===== src/rtl/edge_meas_pkg.sv =====
// Shared types and constants for the edge period meter: FSM state encoding,
// default counter width and the all-ones saturation value.
package edge_meas_pkg;

    localparam int CNT_W_DEF = 16;

    // Wide enough for any supported counter width; users slice the low CNT_W bits.
    localparam logic [63:0] CNT_MAX = '1;

    typedef enum logic [1:0] {
        IDLE    = 2'd0,
        ARM     = 2'd1,
        MEASURE = 2'd2
    } meas_state_t;

endpackage


===== src/rtl/sat_counter.sv =====
// Saturating up-counter with clear-to-0, load-to-1 and increment controls.
// at_max_o flags the all-ones value; the counter never wraps past it.
module sat_counter
    import edge_meas_pkg::*;
#(
    parameter int CNT_W = CNT_W_DEF
) (
    input  logic             clk,
    input  logic             rst,
    input  logic             clr_i,
    input  logic             load1_i,
    input  logic             inc_i,
    output logic [CNT_W-1:0] cnt_o,
    output logic             at_max_o
);

    localparam logic [CNT_W-1:0] MAX_VAL = CNT_MAX[CNT_W-1:0];

    logic [CNT_W-1:0] cnt_q;
    logic [CNT_W-1:0] cnt_d;

    assign at_max_o = (cnt_q == MAX_VAL);
    assign cnt_o    = cnt_q;

    always_comb begin
        cnt_d = cnt_q;
        if (clr_i) begin
            cnt_d = '0;
        end else if (load1_i) begin
            cnt_d = CNT_W'(1);
        end else if (inc_i && !at_max_o) begin
            cnt_d = cnt_q + CNT_W'(1);
        end
    end

    always_ff @(posedge clk or posedge rst) begin
        if (rst) begin
            cnt_q <= '0;
        end else begin
            cnt_q <= cnt_d;
        end
    end

endmodule


===== src/rtl/edge_period_meter.sv =====
// Measures period (pos to pos) and high time (pos to first neg) of a monitored
// signal from edge-detector pulses; results leave on a valid/ready register.
module edge_period_meter
    import edge_meas_pkg::*;
#(
    parameter int CNT_W = CNT_W_DEF
) (
    input  logic             clk,
    input  logic             rst,
    input  logic             en,
    input  logic             pos_pulse,
    input  logic             neg_pulse,
    output logic [CNT_W-1:0] meas_period,
    output logic [CNT_W-1:0] meas_high,
    output logic             meas_overrun,
    output logic             meas_valid,
    input  logic             meas_ready,
    output logic             timeout
);

    meas_state_t      state_q, state_d;
    logic [CNT_W-1:0] high_q, high_d;
    logic             neg_seen_q, neg_seen_d;
    logic [CNT_W-1:0] period_q, period_d;
    logic [CNT_W-1:0] mhigh_q, mhigh_d;
    logic             valid_q, valid_d;
    logic             overrun_q, overrun_d;
    logic             timeout_q, timeout_d;

    logic             cnt_clr;
    logic             cnt_load;
    logic             cnt_inc;
    logic [CNT_W-1:0] cnt;
    logic             cnt_at_max;
    logic             capture;

    sat_counter #(
        .CNT_W (CNT_W)
    ) u_cnt (
        .clk      (clk),
        .rst      (rst),
        .clr_i    (cnt_clr),
        .load1_i  (cnt_load),
        .inc_i    (cnt_inc),
        .cnt_o    (cnt),
        .at_max_o (cnt_at_max)
    );

    always_comb begin
        state_d    = state_q;
        high_d     = high_q;
        neg_seen_d = neg_seen_q;
        timeout_d  = 1'b0;
        cnt_clr    = 1'b0;
        cnt_load   = 1'b0;
        cnt_inc    = 1'b0;
        capture    = 1'b0;

        if (!en) begin
            state_d    = IDLE;
            cnt_clr    = 1'b1;
            neg_seen_d = 1'b0;
        end else begin
            case (state_q)
                IDLE: begin
                    cnt_clr = 1'b1;
                    state_d = ARM;
                end
                ARM: begin
                    if (pos_pulse) begin
                        cnt_load   = 1'b1;
                        neg_seen_d = 1'b0;
                        state_d    = MEASURE;
                    end
                end
                MEASURE: begin
                    // A neg coinciding with pos is deliberately dropped here.
                    if (pos_pulse) begin
                        capture    = 1'b1;
                        cnt_load   = 1'b1;
                        neg_seen_d = 1'b0;
                    end else if (cnt_at_max) begin
                        timeout_d  = 1'b1;
                        cnt_clr    = 1'b1;
                        neg_seen_d = 1'b0;
                        state_d    = ARM;
                    end else begin
                        cnt_inc = 1'b1;
                        if (neg_pulse && !neg_seen_q) begin
                            high_d     = cnt;
                            neg_seen_d = 1'b1;
                        end
                    end
                end
                default: begin
                    state_d = IDLE;
                    cnt_clr = 1'b1;
                end
            endcase
        end
    end

    always_comb begin
        period_d  = period_q;
        mhigh_d   = mhigh_q;
        valid_d   = valid_q;
        overrun_d = overrun_q;
        if (capture) begin
            period_d  = cnt;
            mhigh_d   = neg_seen_q ? high_q : '0;
            valid_d   = 1'b1;
            overrun_d = valid_q & ~meas_ready;
        end else if (valid_q && meas_ready) begin
            valid_d   = 1'b0;
            overrun_d = 1'b0;
        end
    end

    always_ff @(posedge clk or posedge rst) begin
        if (rst) begin
            state_q    <= IDLE;
            high_q     <= '0;
            neg_seen_q <= 1'b0;
            period_q   <= '0;
            mhigh_q    <= '0;
            valid_q    <= 1'b0;
            overrun_q  <= 1'b0;
            timeout_q  <= 1'b0;
        end else begin
            state_q    <= state_d;
            high_q     <= high_d;
            neg_seen_q <= neg_seen_d;
            period_q   <= period_d;
            mhigh_q    <= mhigh_d;
            valid_q    <= valid_d;
            overrun_q  <= overrun_d;
            timeout_q  <= timeout_d;
        end
    end

    assign meas_period  = period_q;
    assign meas_high    = mhigh_q;
    assign meas_valid   = valid_q;
    assign meas_overrun = overrun_q;
    assign timeout      = timeout_q;

endmodule

===== config.mk =====
export PLATFORM = sky130hd
export DESIGN_NAME = edge_period_meter
export DESIGN_NICKNAME = d
export VERILOG_FILES = /design/src/rtl/edge_meas_pkg.sv /design/src/rtl/sat_counter.sv /design/src/rtl/edge_period_meter.sv
export SDC_FILE = /design/constraint.sdc
export NUM_CORES = 1
export LEC_CHECK = 0
export BUFFER_PORTS_ARGS = -buffer_cell sky130_fd_sc_hd__buf_2
export CAP_MARGIN = 20
export CORE_ASPECT_RATIO = 0.6
export CORE_UTILIZATION = 29
export DETAILED_ROUTE_END_ITERATION = 8
export SKIP_CTS_REPAIR_TIMING = 1
export SYNTH_ARGS = -nofsm -noshare
export SYNTH_HDL_FRONTEND = slang
export SYNTH_SLANG_ARGS = --single-unit

===== constraint.sdc =====
create_clock -name clk -period 2.4 [get_ports clk]
set_input_delay 0.12 -clock clk [delete_from_list [all_inputs] [get_ports clk]]
set_output_delay 0.12 -clock clk [all_outputs]
set_load 0.1 [all_outputs]

==> results.py <==
metrics = {
    "detailed_routing": {
        "firstDrtPassIters": 4,
        "wl_per_cell_um": 14.5,
        "drt-total-wl_um": 6680,
        "drc": 0,
        "viasPerCell": 4.92,
        "drt_iter0_drc": 97,
        "drtAntennaViolNets": 0,
        "route.vias.total": 2264,
    },
    "sta": {
        "relSlewSlack": 0.591,
        "fin_setup_tns_ns": 0,
        "tightest_slew_ns": 0.613,
        "period_needed_ns": 2.20,
        "clock.fmax_mhz": 455,
        "timing.final.max_slew_violations": 0,
        "rsz0062_at_grt": "no",
        "hold_viol": 0,
        "setup_violations": 0,
        "skew_ns": 0.00438,
        "timing.final.crit_share": 0.915,
        "whs_ns": 0.0993,
    },
    "finish": {
        "postLayoutCoreUtil": 0.378,
        "areaGrowthSynthToFinish_pct": 23.4,
        "num_antenna_cells": 0,
        "drive_above_1_share": 0.317,
        "final_nets": 329,
        "layoutNonFillerInstCount": 460,
    },
    "yosys": {
        "syn_area_um2": 3090,
        "synth-edff-count": 0,
        "synth_seq_cells": 70,
        "synthFlopType": "dfrtp_1",
        "yosysWarnings": 0,
        "syn_inst": 275,
        "synth_cell_types": 38,
        "async_flop_share": 1.00,
        "syn_area_per_cell_um2": 11.2,
        "synth-seq-area-share": 0.567,
        "syn-num-nets": 284,
    },
    "floorplan": {
        "rows": 28,
        "die_area_um2": 11100,
        "ios": 41,
        "die_h_um": 81.9,
        "die_w_um": 135,
        "core_um2": 10100,
        "initial_core_util": 0.306,
    },
    "global_route": {
        "antenna_found_initial": 0,
        "grt_usage": 0.139,
        "grt_pass1_vias": 2212,
        "grt_max_degree": 45,
        "overflow": 0,
        "grt_pass1_wl_um": 11400,
    },
    "worst_setup_path": {
        "worstSetupPathType": "reg -> reg",
        "critical_path_arrival_ns": 2.41,
        "ff2ff_path_depth": 6,
        "r2r_start": "u_cnt.cnt_o[0]",
        "cp-startpoint": "u_cnt.cnt_o[0]",
        "endpoint": "high_q[14]",
        "path_max_fanout": 22,
        "required_ns": 2.61,
        "start_kind": "flip-flop",
        "r2r_slack_ns": 0.20,
        "regToRegEndpoint": "high_q[14]",
        "cp-end-kind": "flip-flop",
    },
    "clocking": {
        "clockBufferDepth": 2,
        "clock_latency_ns": 0.33,
        "clkSlewWorstSetupHoldPaths_ns": 0.05,
        "cts_root_buf": "clkbuf_16",
        "cts_tree": "yes",
        "cts_buffers": 9,
        "cts_sinks": 70,
        "htreeDepth": 3,
    },
    "flow_run": {
        "max_cap_viol_count": 0,
    },
    "worst_hold_path": {
        "hold_path.class": "in -> reg",
    },
    "placement": {
        "portBuffers": 40,
        "gp_congestion": 0.799,
        "dpl.cell_count": 442,
        "hpwl_um": 4650,
    },
    "power_and_ir_drop": {
        "vdd_drop_max_mv": 0.333,
        "p_leak_nw": 1.78,
        "power_density_nw_per_um2": 731,
        "finalPower_mw": 2.78,
    },
    "status": {
        "status": "complete, no violations",
    },
}
## cells by family after synthesis
kind of cell / count (synthesis) / share of synthesized area
buffers and inverters: 23 / 0.0332
flip-flops: 70 / 0.567
adder cells (fa/ha/maj): 3 / 0.0122
multiplexers: 33 / 0.120
AO/OA/AOI/OAI: 61 / 0.113
AND/OR/NAND/NOR: 85 / 0.154
## routing by layer
layer	vias up	wire [µm]	track usage	share of wire
met1	1114	3460	0.183	0.52
li1	1089	-	-	-
met2	49	2770	0.205	0.42
met5	-	0	0	0
met4	0	140	0.0730	0.021
met3	12	304	0.0463	0.046
## cells in the mapped netlist, types with 2 or more instances
master	number	share of area
buf_2	6	0.0097
inv_1	6	0.0073
o21ai_0	24	0.039
dfrtp_1	70	0.57
buf_1	2	0.0024
clkbuf_1	7	0.0085
nand2_1	42	0.051
or3_1	7	0.014
mux2_2	32	0.12
nand4_1	4	0.0081
nand3_1	6	0.0097
or4_1	9	0.022
a21oi_1	20	0.032
nor2_1	2	0.0024
and4_1	3	0.0085
o31ai_1	11	0.027
ha_1	3	0.012
## placed cells by master, fill, tap and decap left out, drive strengths merged
| master | n |
|---|---|
| clkbuf | 12 |
| clkinv | 2 |
| inv | 6 |
| o31ai | 11 |
| a221oi | 1 |
| nor4b | 2 |
| and4 | 4 |
| nor2 | 2 |
| a31oi | 1 |
| mux2 | 32 |
| nor2b | 1 |
| buf | 49 |
| or2 | 1 |
| dfrtp | 70 |
| dlygate4sd3 | 2 |
| a22oi | 1 |
| nand3 | 7 |
| and3 | 1 |
| nand2 | 42 |
| and2 | 1 |
| mux2i | 1 |
| bufinv | 2 |
| o2111ai | 1 |
| o311ai | 1 |
| nand3b | 1 |
| nand4 | 5 |
| or4 | 10 |
| ha | 3 |
| o21ai | 25 |
| or3 | 7 |
| a21oi | 20 |
| and3b | 1 |
## power breakdown
part / total (mW) / internal, mW / switching, mW
clock: 1.40 / 0.934 / 0.469
sequential: 1.22 / 1.19 / 0.0268
combinational: 0.160 / 0.0494 / 0.111
## area by class of cell
cell class                 instances  area [µm²]
multi-input combinational        182        1240
timing repair buffer              51         313
clock buffer                      12         246
sequential                        70        1750
inverter                           6        22.5
clock inverter                     4        70.1
tap                              135         169
fill                            1013        6280
## how the worst min path moves through the flow
stage | start | to | cells past startpoint
6_report | neg_pulse | neg_seen_q | 3
5_1_grt | neg_pulse | neg_seen_q | 3
4_1_cts | rst | meas_high[6] | 2
3_5_place_dp | rst | meas_high[5] | 2
3_3_place_gp | rst | meas_high[5] | 2
2_1_floorplan | meas_ready | meas_overrun | 1
## sequential cells by signal (all words and copies together) (netlist names)
signal and count:
timeout 1, meas_overrun 1, meas_valid 1, meas_high 16, neg_seen_q 1, state_q 2, meas_period 16, high_q 16
u_cnt.cnt_o 16
## worst max-delay path, cell delays in order (launching register included)
cell and delay [ns]:
dfrtp_1 0.45, ha_1 0.28, and4_1 0.25, and4_4 0.26, nor4b_4 0.28, buf_4 0.22, mux2_2 0.35
## stage by stage
step	setup WS (ns)	cell area, µm²
final	0.205	3810
after global routing	0.101	3810
after CTS	0.203	3790
after detailed placement	0.220	3470
after global placement	0.281	3470
after floorplan	0.274	3090
Note: power is estimated with default switching activity, not from simulation.
